==> src/rtl/mult_pkg.sv <==
// Shared definitions for the Booth multiply unit.
//   MULT_WIDTH : default operand width (MIPS word)
//   state_t    : control states of the iterative multiplier
//   BOOTH_*    : encodings of the {Q[0], q_1} pair examined each step
package mult_pkg;

  localparam int MULT_WIDTH = 32;

  typedef enum logic {
    IDLE = 1'b0,
    RUN  = 1'b1
  } state_t;

  // Pair 2'b11 behaves exactly like BOOTH_NOP (inside a run of ones).
  localparam logic [1:0] BOOTH_NOP = 2'b00;
  localparam logic [1:0] BOOTH_ADD = 2'b01;
  localparam logic [1:0] BOOTH_SUB = 2'b10;

endpackage : mult_pkg

==> src/rtl/booth_mult_unit_if.sv <==
// Request/response bundle between the execute stage and the multiply unit.
//   start     : one-cycle request, honoured only while idle
//   signed_op : 1 = MULT, 0 = MULTU, latched with start
//   a, b      : multiplicand / multiplier, latched with start
//   busy      : operation in progress
//   done      : one-cycle pulse, hi/lo hold a new result
//   hi, lo    : upper / lower halves of the product
// master = requester (execute stage), slave = multiply unit.
interface booth_mult_unit_if
  import mult_pkg::*;
#(
  parameter int WIDTH = MULT_WIDTH
);

  logic             start;
  logic             signed_op;
  logic [WIDTH-1:0] a;
  logic [WIDTH-1:0] b;
  logic             busy;
  logic             done;
  logic [WIDTH-1:0] hi;
  logic [WIDTH-1:0] lo;

  modport master (
    output start, signed_op, a, b,
    input  busy, done, hi, lo
  );

  modport slave (
    input  start, signed_op, a, b,
    output busy, done, hi, lo
  );

endinterface : booth_mult_unit_if

==> src/rtl/booth_step.sv <==
// One radix-2 Booth iteration, purely combinational.
//   acc_in, q_in, q_1_in : current {A, Q, q_1}
//   m                    : extended multiplicand
//   acc_out, q_out, q_1_out : {A, Q, q_1} after add/sub and arithmetic shift
// All quantities are WIDTH+1 bits; carry out of the add is discarded.
module booth_step
  import mult_pkg::*;
#(
  parameter int WIDTH = MULT_WIDTH
) (
  input  logic [WIDTH:0] acc_in,
  input  logic [WIDTH:0] q_in,
  input  logic           q_1_in,
  input  logic [WIDTH:0] m,
  output logic [WIDTH:0] acc_out,
  output logic [WIDTH:0] q_out,
  output logic           q_1_out
);

  logic [1:0]     pair;
  logic [WIDTH:0] sum;

  assign pair = {q_in[0], q_1_in};

  // NOTE: combinational blocks assign every output a default first so no
  // path through the case leaves a value held, which would infer a latch.
  always_comb begin
    sum = acc_in;
    unique case (pair)
      BOOTH_ADD: sum = acc_in + m;
      BOOTH_SUB: sum = acc_in - m;
      default:   sum = acc_in;
    endcase
  end

  // Arithmetic right shift of the concatenation {sum, Q, q_1}: the sign
  // bit of sum is replicated, its LSB moves into Q, Q's LSB into q_1.
  assign acc_out = {sum[WIDTH], sum[WIDTH:1]};
  assign q_out   = {sum[0], q_in[WIDTH:1]};
  assign q_1_out = q_in[0];

endmodule : booth_step

==> src/rtl/booth_mult_unit.sv <==
// Iterative radix-2 Booth multiplier for MIPS MULT/MULTU.
//   clock : system clock, rising edge
//   rst   : synchronous active-high reset
//   bus   : booth_mult_unit_if.slave (start/signed_op/a/b in,
//           busy/done/hi/lo out)
// Operands are extended to WIDTH+1 bits so signed and unsigned operations
// share the same signed Booth datapath; WIDTH+1 steps give the full
// product, whose low 2*WIDTH bits are the architectural HI:LO result.
module booth_mult_unit
  import mult_pkg::*;
#(
  parameter int WIDTH = MULT_WIDTH
) (
  input  logic               clock,
  input  logic               rst,
  booth_mult_unit_if.slave   bus
);

  localparam int STEPS    = WIDTH + 1;
  localparam int CNT_W    = $clog2(STEPS + 1);
  localparam logic [CNT_W-1:0] LAST_STEP = CNT_W'(STEPS - 1);

  state_t state, next_state;

  logic [WIDTH:0]     acc_q, mq_q, m_q;
  logic               q_1_q;
  logic [CNT_W-1:0]   cnt_q;
  logic               busy_q, done_q;
  logic [WIDTH-1:0]   hi_q, lo_q;

  logic [WIDTH:0]     step_acc, step_q;
  logic               step_q_1;

  logic               load, do_step, finish;
  logic [WIDTH:0]     ext_a, ext_b;

  // Sign- or zero-extend according to the operation type.
  assign ext_a = {bus.signed_op & bus.a[WIDTH-1], bus.a};
  assign ext_b = {bus.signed_op & bus.b[WIDTH-1], bus.b};

  booth_step #(.WIDTH(WIDTH)) u_step (
    .acc_in  (acc_q),
    .q_in    (mq_q),
    .q_1_in  (q_1_q),
    .m       (m_q),
    .acc_out (step_acc),
    .q_out   (step_q),
    .q_1_out (step_q_1)
  );

  // NOTE: sequential state uses non-blocking assignments so every register
  // samples pre-edge values regardless of statement order.
  always_ff @(posedge clock) begin
    if (rst) state <= IDLE;
    else     state <= next_state;
  end

  always_comb begin
    next_state = state;
    load       = 1'b0;
    do_step    = 1'b0;
    finish     = 1'b0;
    unique case (state)
      IDLE: begin
        // start arriving in the done cycle lands here, so back-to-back
        // requests are accepted without a bubble.
        if (bus.start) begin
          load       = 1'b1;
          next_state = RUN;
        end
      end
      RUN: begin
        // start is not examined here: requests while busy are dropped.
        do_step = 1'b1;
        if (cnt_q == LAST_STEP) begin
          finish     = 1'b1;
          next_state = IDLE;
        end
      end
      default: next_state = IDLE;
    endcase
  end

  always_ff @(posedge clock) begin
    if (rst) begin
      acc_q  <= '0;
      mq_q   <= '0;
      m_q    <= '0;
      q_1_q  <= 1'b0;
      cnt_q  <= '0;
      busy_q <= 1'b0;
      done_q <= 1'b0;
      hi_q   <= '0;
      lo_q   <= '0;
    end else begin
      done_q <= finish;
      if (load) begin
        m_q    <= ext_a;
        mq_q   <= ext_b;
        acc_q  <= '0;
        q_1_q  <= 1'b0;
        cnt_q  <= '0;
        busy_q <= 1'b1;
      end
      if (do_step) begin
        acc_q <= step_acc;
        mq_q  <= step_q;
        q_1_q <= step_q_1;
        cnt_q <= cnt_q + 1'b1;
      end
      if (finish) begin
        // Low 2*WIDTH bits of the shifted {A, Q}; the top two bits are
        // redundant sign bits of the (WIDTH+1)x(WIDTH+1) product.
        hi_q   <= {step_acc[WIDTH-2:0], step_q[WIDTH]};
        lo_q   <= step_q[WIDTH-1:0];
        busy_q <= 1'b0;
      end
    end
  end

  assign bus.busy = busy_q;
  assign bus.done = done_q;
  assign bus.hi   = hi_q;
  assign bus.lo   = lo_q;

endmodule : booth_mult_unit

==> src/flat_wrapper.sv <==
// flat-port wrapper written by rule: the top's interface ports become plain ports
module booth_mult_unit_flat import mult_pkg::*;
#(
  parameter int WIDTH = MULT_WIDTH
)
  (clock, rst, bus_start, bus_signed_op, bus_a, bus_b, bus_busy, bus_done, bus_hi, bus_lo);
  booth_mult_unit_if #(.WIDTH(WIDTH)) bus_i ();
  input  logic clock;
  input  logic rst;
  input wire logic [$bits(bus_i.start)-1:0] bus_start;
  input wire logic [$bits(bus_i.signed_op)-1:0] bus_signed_op;
  input wire logic [$bits(bus_i.a)-1:0] bus_a;
  input wire logic [$bits(bus_i.b)-1:0] bus_b;
  output wire logic [$bits(bus_i.busy)-1:0] bus_busy;
  output wire logic [$bits(bus_i.done)-1:0] bus_done;
  output wire logic [$bits(bus_i.hi)-1:0] bus_hi;
  output wire logic [$bits(bus_i.lo)-1:0] bus_lo;
  assign bus_i.start = bus_start;
  assign bus_i.signed_op = bus_signed_op;
  assign bus_i.a = bus_a;
  assign bus_i.b = bus_b;
  assign bus_busy = bus_i.busy;
  assign bus_done = bus_i.done;
  assign bus_hi = bus_i.hi;
  assign bus_lo = bus_i.lo;
  booth_mult_unit #(.WIDTH(WIDTH)) u_core (.clock(clock), .rst(rst), .bus(bus_i));
endmodule
==> config.mk <==
export PLATFORM = sky130hd
export DESIGN_NAME = booth_mult_unit_flat
export DESIGN_NICKNAME = d
export VERILOG_FILES = /design/src/rtl/mult_pkg.sv /design/src/rtl/booth_mult_unit_if.sv /design/src/rtl/booth_step.sv /design/src/rtl/booth_mult_unit.sv /design/src/flat_wrapper.sv
export SDC_FILE = /design/constraint.sdc
export NUM_CORES = 1
export LEC_CHECK = 0
export CAP_MARGIN = 5
export CORE_AREA = 2 2 146 134
export CTS_BUF_LIST = sky130_fd_sc_hd__clkbuf_4 sky130_fd_sc_hd__clkbuf_8
export DETAILED_ROUTE_END_ITERATION = 12
export DIE_AREA = 0 0 148 136
export PLACE_DENSITY = 0.88
export SLEW_MARGIN = 20
export SYNTH_ARGS = -nofsm -noshare
export SYNTH_HDL_FRONTEND = slang
export SYNTH_SLANG_ARGS = --single-unit
==> constraint.sdc <==
create_clock -name clock -period 4 [get_ports clock]
set_clock_uncertainty 0.05 [all_clocks]
set_input_delay 0.4 -clock clock [delete_from_list [all_inputs] [get_ports clock]]
set_output_delay 0.4 -clock clock [all_outputs]
set_load 0.005 [all_outputs]
==> results of run 1 <==
[what timing repair did]
item                       4_1_cts  5_1_grt
pin swaps                        1       11
gates cloned                     0        0
buffers inserted                 1        5
setup endpoints to repair        5       21
hold buffers                     0        0
resized for setup                5       37
[worst max-delay path: cells and delay by family (launching register included)]
kind | cells | cell delay [ps]
AND/OR/NAND/NOR | 6 | 1790
flip-flops | 1 | 340
buffers and inverters | 1 | 180
multiplexers | 1 | 100
adder cells (fa/ha/maj) | 1 | 280
XOR/XNOR | 1 | 210
AO/OA/AOI/OAI | 5 | 860
[kinds of logic (layout without fill, tap and decap cells)]
logic type	count (synthesis)	count (layout)	synth area share, %
compound gates	317	317	20.7
xor+xnor	50	50	4.76
fa+ha+maj	37	37	5.03
buf+inv	110	250	4.63
flops	172	172	36.8
mux	45	45	4.84
simple gates	494	494	23.2
[worst min-delay path by stage]
stage	cells past startpoint	startpoint	endpoint	slack, ps
CTS	2	rst	u_core.mq_q[25]$_SDFFE_PP0P_	370
global placement	2	u_core.bus.lo[5]$_SDFFE_PP0P_	u_core.bus.lo[5]$_SDFFE_PP0P_	390
finish	2	rst	u_core.mq_q[10]$_SDFFE_PP0P_	390
global route	2	rst	u_core.mq_q[25]$_SDFFE_PP0P_	390
detailed placement	2	u_core.bus.lo[20]$_SDFFE_PP0P_	u_core.bus.lo[20]$_SDFFE_PP0P_	400
floorplan	2	u_core.m_q[32]$_SDFFE_PP0P_	u_core.m_q[32]$_SDFFE_PP0P_	390
[state kept, by name, indices dropped and copies added, names as in the netlist]
signal	flops
u_core.mq_q	33
u_core.cnt_q	6
u_core.bus.busy	1
u_core.state	1
u_core.bus.lo	32
u_core.acc_q	32
u_core.q_1_q	1
u_core.m_q	33
u_core.bus.done	1
u_core.bus.hi	32
[layout make-up]
class | count | area [sq um] | share of cell area (%)
multi-input cells | 943 | 5680 | 48.2
clock inverters | 15 | 233 | 1.98
well taps | 250 | 313 | 2.66
flip-flops and latches | 172 | 3450 | 29.3
inverters | 29 | 109 | 0.924
clock buffers | 17 | 234 | 1.99
repair buffers | 189 | 1760 | 15.0
[report_power, final]
group / internal [mW] / switching, mW
registers: 1.77 / 0.0647
logic: 0.464 / 0.603
clock network: 0.705 / 0.722
[metal layers]
metal	GRT usage, %	wire [um]	up-vias
li1	-	-	4533
met1	32.3	11200	4297
met2	44.0	12400	305
met3	5.34	1640	67
met4	10.5	887	0
met5	0	0	-
[per-stage QoR]
step | instances | utilization, % | setup WS (ps) | TNS, ps | area (sq um)
CTS | 1610 | 61.8 | 4.33 | 0 | 11600
floorplan | 1225 | - | 62.1 | 0 | 9370
detailed placement | 1577 | 59.1 | -96.2 | -181 | 11100
finish | 1615 | 62.8 | 21.8 | 0 | 11800
global route | 1615 | 62.8 | -124 | -519 | 11800
global placement | 1577 | 59.1 | 41.9 | 0 | 11100
[synthesized netlist by cell type (3+ instances only)]
cell type                   instances
sky130_fd_sc_hd__o31ai_1           10
sky130_fd_sc_hd__mux2i_1           43
sky130_fd_sc_hd__xor2_1            12
sky130_fd_sc_hd__nand3_1           16
sky130_fd_sc_hd__and3_1            18
sky130_fd_sc_hd__ha_1              36
sky130_fd_sc_hd__a31oi_1            6
sky130_fd_sc_hd__and2_1             4
sky130_fd_sc_hd__xnor2_1           37
sky130_fd_sc_hd__a21oi_1          177
sky130_fd_sc_hd__or3_1              5
sky130_fd_sc_hd__a211oi_1          14
sky130_fd_sc_hd__inv_1             28
sky130_fd_sc_hd__nand2b_1           6
sky130_fd_sc_hd__a21boi_0           3
sky130_fd_sc_hd__nor3b_1            4
sky130_fd_sc_hd__nor4_1             6
sky130_fd_sc_hd__or2_2              4
sky130_fd_sc_hd__o31a_1             5
sky130_fd_sc_hd__a21o_1            15
sky130_fd_sc_hd__buf_1              8
sky130_fd_sc_hd__nor2_1           163
sky130_fd_sc_hd__nand4_1            6
sky130_fd_sc_hd__o211ai_1           6
sky130_fd_sc_hd__nor3_1            32
sky130_fd_sc_hd__nor2b_1           10
sky130_fd_sc_hd__dfxtp_1          172
sky130_fd_sc_hd__o2111ai_1          3
sky130_fd_sc_hd__nand3b_1           4
sky130_fd_sc_hd__a31o_2             3
sky130_fd_sc_hd__o21ai_0           28
sky130_fd_sc_hd__o32ai_1            9
sky130_fd_sc_hd__clkbuf_1          71
sky130_fd_sc_hd__a311oi_1          18
sky130_fd_sc_hd__nand2_1          203
==> flow_metrics.env, run 1 <==
export IMPL_status="finished clean"
export IMPL_die_width_um=148
export IMPL_yosys_warn_count=0
export IMPL_die_h_um=136
export IMPL_hpwlAfterDp_um=18400
export IMPL_htreeDepth=4
export IMPL_area_growth_syn_to_layout_pct=25.9
export IMPL_wl_per_cell_um=16.2
export IMPL_syn_num_nets=1330
export IMPL_design_die_area_sq_um=20100
export IMPL_synth_top_cell_area_share_pct=36.8
export IMPL_antenna_violating_nets_post_route=0
export IMPL_holdWs_ps=394
export IMPL_end_kind="flop"
export IMPL_cp_cell_sequence="or4_4 -> or3_4 -> nor4_4 -> buf_4 -> a31oi_1 -> xnor2_1 -> ha_1 -> and3_4 -> and4_4 -> a211o_1 -> a31o_2 -> nor3_2 -> mux2i_1 -> o211ai_1 -> a211oi_1"
export IMPL_ys_async_sr_fraction_pct=0
export IMPL_worst_setup_path_start_kind="flop"
export IMPL_insertion_delay_ps=470
export IMPL_clock_path_buffers=2
export IMPL_number_of_distinct_library_cells_after_synthesis=66
export IMPL_antenna_cells_inserted=0
export IMPL_drc=0
export IMPL_worst_setup_hold_path_clk_slew_ps=100
export IMPL_max_slew_margin_rel_pct=33.2
export IMPL_fillerInstances=1662
export IMPL_drtPass1Iterations=5
export IMPL_max_slew_worst_pin_slew_ps=1000
export IMPL_initial_cell_density_of_the_core_pct=49.9
export IMPL_globalRoute_totalOverflow=0
export IMPL_worstHoldPathType="input pin to flop"
export IMPL_syn_area_sq_um=9360
export IMPL_fp_coreArea_sq_um=18700
export IMPL_required_ps=4270
export IMPL_num_io_pins=134
export IMPL_finalCritPeriodShare_pct=99.5
export IMPL_final_common_cell="sky130_fd_sc_hd__nand2_1"
export IMPL_sequential_area_share_after_synthesis_pct=36.8
export IMPL_yosys_register_bits=172
export IMPL_timing_setup_critical_path_class="flop to flop"
export IMPL_maximum_number_of_pins_on_one_net_before_global_route_repair=104
export IMPL_cts_inserted_buffers=17
export IMPL_layout_common_cells="202 x sky130_fd_sc_hd__nand2_1, 170 x sky130_fd_sc_hd__a21oi_1, 170 x sky130_fd_sc_hd__dfxtp_1"
export IMPL_dr_first_iter_drc_count=502
export IMPL_worst_path_max_fanout=4
export IMPL_io_port_bufs=133
export IMPL_final_net_count=1457
export IMPL_reg2reg_depth=15
export IMPL_layout_cell_share_with_drive_strength_beyond_1_pct=10.8
export IMPL_track_usage_pct=25.9
export IMPL_drt_wirelength_um=26200
export IMPL_detailroute_via_count=9202
export IMPL_setup_violations_final=0
export IMPL_synth_area_leaders="sky130_fd_sc_hd__dfxtp_1 37%, sky130_fd_sc_hd__a21oi_1 9.5%, sky130_fd_sc_hd__nand2_1 8.1%"
export IMPL_number_of_antenna_violations_at_the_first_check_in_global_routing=0
export IMPL_max_cap_violations=0
export IMPL_total_power_mw=4.33
export IMPL_static_leakage_power_nw=4.51
export IMPL_irDropWorstVdd_uv=234
export IMPL_worst_r2r_setup_slack_ps=20
export IMPL_rd_place_congestion=0.944
export IMPL_reg_to_reg_startpoint="u_core.m_q[13]$_SDFFE_PP0P_"
export IMPL_yosys_most_used_dff="sky130_fd_sc_hd__dfxtp_1"
export IMPL_floorplan_rows=48
export IMPL_cp_slowest_cell="sky130_fd_sc_hd__or4_4"
export IMPL_first_global_vias=8705
export IMPL_startpoint="u_core.m_q[13]$_SDFFE_PP0P_"
export IMPL_avgViaCountPerCell=5.70
export IMPL_timing_critical_path_arrival_ps=4250
export IMPL_r2r_end="u_core.bus.hi[31]$_SDFFE_PP0P_"
export IMPL_clk_root_buffer_cell="sky130_fd_sc_hd__clkbuf_8"
export IMPL_setup_repair_after_global_routing_missed_its_margin="yes"
export IMPL_synthesis_instances=1225
export IMPL_max_clock_freq_mhz=251
export IMPL_slew_viol_final=0
export IMPL_crit_end="u_core.bus.hi[31]$_SDFFE_PP0P_"
export IMPL_cts_tree="done"
export IMPL_power_density_nw_per_um2=368
export IMPL_grt_pass1_wl_um=42400
export IMPL_synth_area_leader_cell="sky130_fd_sc_hd__dfxtp_1"
export IMPL_cpPeakStageDelay_ps=530
export IMPL_count_of_flip_flops_with_a_built_in_enable_after_synthesis=0
export IMPL_fin_crit_ps=3980
export IMPL_final_hold_viol_count=0
export IMPL_clock_sink_count=172
export IMPL_syn_mean_instance_area_sq_um=7.64
(Power assumes the default switching activity.)
==> run 2, diff against run 1 <==
Clock period 4 ns to 3.5 ns, I/O delays scaled along.
==> flow_metrics.env, run 2 (synthesized netlist as in run 1, its figures left out) <==
export IMPL_status="finished, violations left"
export IMPL_violations_in_the_final_reports="setup timing"
export IMPL_detailed_place_area_sq_um=11800
export IMPL_largest_registers="u_core.m_q: 33 flops, u_core.mq_q: 33 flops"
export IMPL_setup_repair_after_global_routing_missed_its_margin="yes"
export IMPL_irDropWorstVdd_uv=342
export IMPL_end_kind="flop"
export IMPL_design_die_area_sq_um=20100
export IMPL_timing_critical_path_arrival_ps=4330
export IMPL_grt_pass1_wl_um=45100
export IMPL_pre_cts_ws_ps=-553
export IMPL_insertion_delay_ps=480
export IMPL_clock_sink_count=172
export IMPL_track_usage_pct=27.6
export IMPL_finalCritPeriodShare_pct=115
export IMPL_cp_cell_sequence="or4_4 -> or3_4 -> buf_6 -> nor4_4 -> buf_4 -> a31oi_4 -> xnor2_2 -> ha_1 -> and3_4 -> and4_4 -> a211o_1 -> a31o_2 -> nor3_2 -> mux2i_1 -> o211ai_1 -> o32ai_1"
export IMPL_maximum_number_of_pins_on_one_net_before_global_route_repair=87
export IMPL_die_h_um=136
export IMPL_number_of_antenna_violations_at_the_first_check_in_global_routing=0
export IMPL_drtPass1Iterations=7
export IMPL_clk_root_buffer_cell="sky130_fd_sc_hd__clkbuf_8"
export IMPL_area_growth_syn_to_layout_pct=42.2
export IMPL_setup_ws_ps=-531
export IMPL_cts_tree="done"
export IMPL_clock_path_buffers=2
export IMPL_min_delay_startpoint="rst"
export IMPL_floorplan_rows=48
export IMPL_htreeDepth=4
export IMPL_drc=0
export IMPL_timing_setup_critical_path_class="flop to flop"
export IMPL_final_hold_viol_count=0
export IMPL_stdcell_area_sq_um=13300
export IMPL_drt_wirelength_um=29300
export IMPL_die_width_um=148
export IMPL_initial_cell_density_of_the_core_pct=49.9
export IMPL_setup_violations_final=32
export IMPL_required_ps=3790
export IMPL_antenna_cells_inserted=0
export IMPL_hpwlAfterDp_um=19600
export IMPL_reg_to_reg_startpoint="u_core.m_q[13]$_SDFFE_PP0P_"
export IMPL_static_leakage_power_nw=5.24
export IMPL_worst_setup_path_start_kind="flop"
export IMPL_cts_hold_buffers_added=0
export IMPL_globalRoute_totalOverflow=0
export IMPL_final_common_cell="sky130_fd_sc_hd__nand2_1"
export IMPL_worst_path_max_fanout=4
export IMPL_layout_cell_share_with_drive_strength_beyond_1_pct=23.6
export IMPL_final_net_count=1583
export IMPL_worst_hold_path_num_cells=2
export IMPL_max_slew_margin_rel_pct=42.9
export IMPL_slew_viol_final=0
export IMPL_reg2reg_depth=16
export IMPL_r2r_end="u_core.acc_q[30]$_SDFFE_PP0P_"
export IMPL_worst_r2r_setup_slack_ps=-530
export IMPL_io_port_bufs=133
export IMPL_worstHoldEndpoint="u_core.mq_q[10]$_SDFFE_PP0P_"
export IMPL_fin_crit_ps=4030
export IMPL_fp_coreArea_sq_um=18700
export IMPL_worst_setup_hold_path_clk_slew_ps=90
export IMPL_first_global_vias=9328
export IMPL_cp_slowest_cell="sky130_fd_sc_hd__or4_4"
export IMPL_dr_first_iter_drc_count=772
export IMPL_num_io_pins=134
export IMPL_rd_place_congestion=1.03
export IMPL_max_slew_worst_pin_slew_ps=856
export IMPL_cts_inserted_buffers=17
export IMPL_max_clock_freq_mhz=248
export IMPL_antenna_violating_nets_post_route=0
export IMPL_avgViaCountPerCell=5.70
export IMPL_cpPeakStageDelay_ps=530
export IMPL_worstHoldPathType="input pin to flop"
export IMPL_power_density_nw_per_um2=394
export IMPL_max_cap_violations=0
export IMPL_layout_common_cells="193 x sky130_fd_sc_hd__nand2_1, 167 x sky130_fd_sc_hd__dfxtp_1, 160 x sky130_fd_sc_hd__buf_4"
export IMPL_wl_per_cell_um=16.8
export IMPL_detailroute_via_count=9915
run 2: area by class of cell:
class | instances | area (sq um)
Timing Repair Buffer | 315 | 2790
Inverter | 29 | 109
Fill cell | 1443 | 5430
Tap cell | 250 | 313
Clock buffer | 19 | 262
Sequential cell | 172 | 3450
Multi-Input combinational cell | 943 | 6250
Clock inverter | 13 | 129
run 2: layer usage:
metal	global-route usage [%]	share of wire (%)	up-vias	wire (um)
li1	-	-	4778	-
met1	32.8	40	4689	11800
met2	48.8	50	339	14600
met3	5.57	5.4	109	1580
met4	11.0	4.5	0	1330
met5	0	0	-	0
run 2: what timing repair did:
| item | in CTS | in global routing |
|---|---|---|
| endpoints found under the setup margin | 37 | 42 |
| resized for setup | 69 | 98 |
| pin swaps | 53 | 67 |
| buffers inserted | 24 | 20 |
run 2: power breakdown:
group / switching, mW / internal, mW / leakage, nW / total [mW]
clock: 0.813 / 0.616 / 0.193 / 1.43
combinational: 0.900 / 0.830 / 3.65 / 1.73
sequential: 0.0663 / 2.02 / 1.40 / 2.09
total: 1.78 / 3.47 / 5.24 / 5.25
run 2: worst max-delay path: cells and delay by family, from the launching register on:
family,cells,cell delay (ps)
buffers and inverters,2,320
flip-flops,1,340
adder cells (fa/ha/maj),1,340
multiplexers,1,90
AND/OR/NAND/NOR,6,1690
XOR/XNOR,1,190
AO/OA/AOI/OAI,5,880
run 2: metrics by stage:
stage                     util [%]  total power, mW  cells  hold WS, ps  setup TNS, ps
final                         71.0             5.25   1741          269          -9590
after global routing          71.0             5.48   1741          253         -14290
after CTS                     67.6             5.01   1721          244          -6020
after detailed placement      63.1             3.49   1667          397          -7930
after global placement        63.1             3.45   1667          394          -5290
after floorplan                  -             2.93   1225          394          -1720
run 2: how the worst max path moves through the flow:
| stage | to | start | cells after the start |
|---|---|---|---|
| after floorplan | u_core.bus.hi[31]$_SDFFE_PP0P_ | u_core.m_q[13]$_SDFFE_PP0P_ | 17 |
| final | u_core.acc_q[30]$_SDFFE_PP0P_ | u_core.m_q[13]$_SDFFE_PP0P_ | 16 |
| after CTS | u_core.acc_q[30]$_SDFFE_PP0P_ | u_core.m_q[16]$_SDFFE_PP0P_ | 16 |
| after global routing | u_core.acc_q[30]$_SDFFE_PP0P_ | u_core.m_q[13]$_SDFFE_PP0P_ | 16 |
| after global placement | u_core.bus.hi[31]$_SDFFE_PP0P_ | u_core.m_q[8]$_SDFFE_PP0P_ | 15 |
| after detailed placement | u_core.bus.hi[31]$_SDFFE_PP0P_ | u_core.m_q[2]$_SDFFE_PP0P_ | 16 |
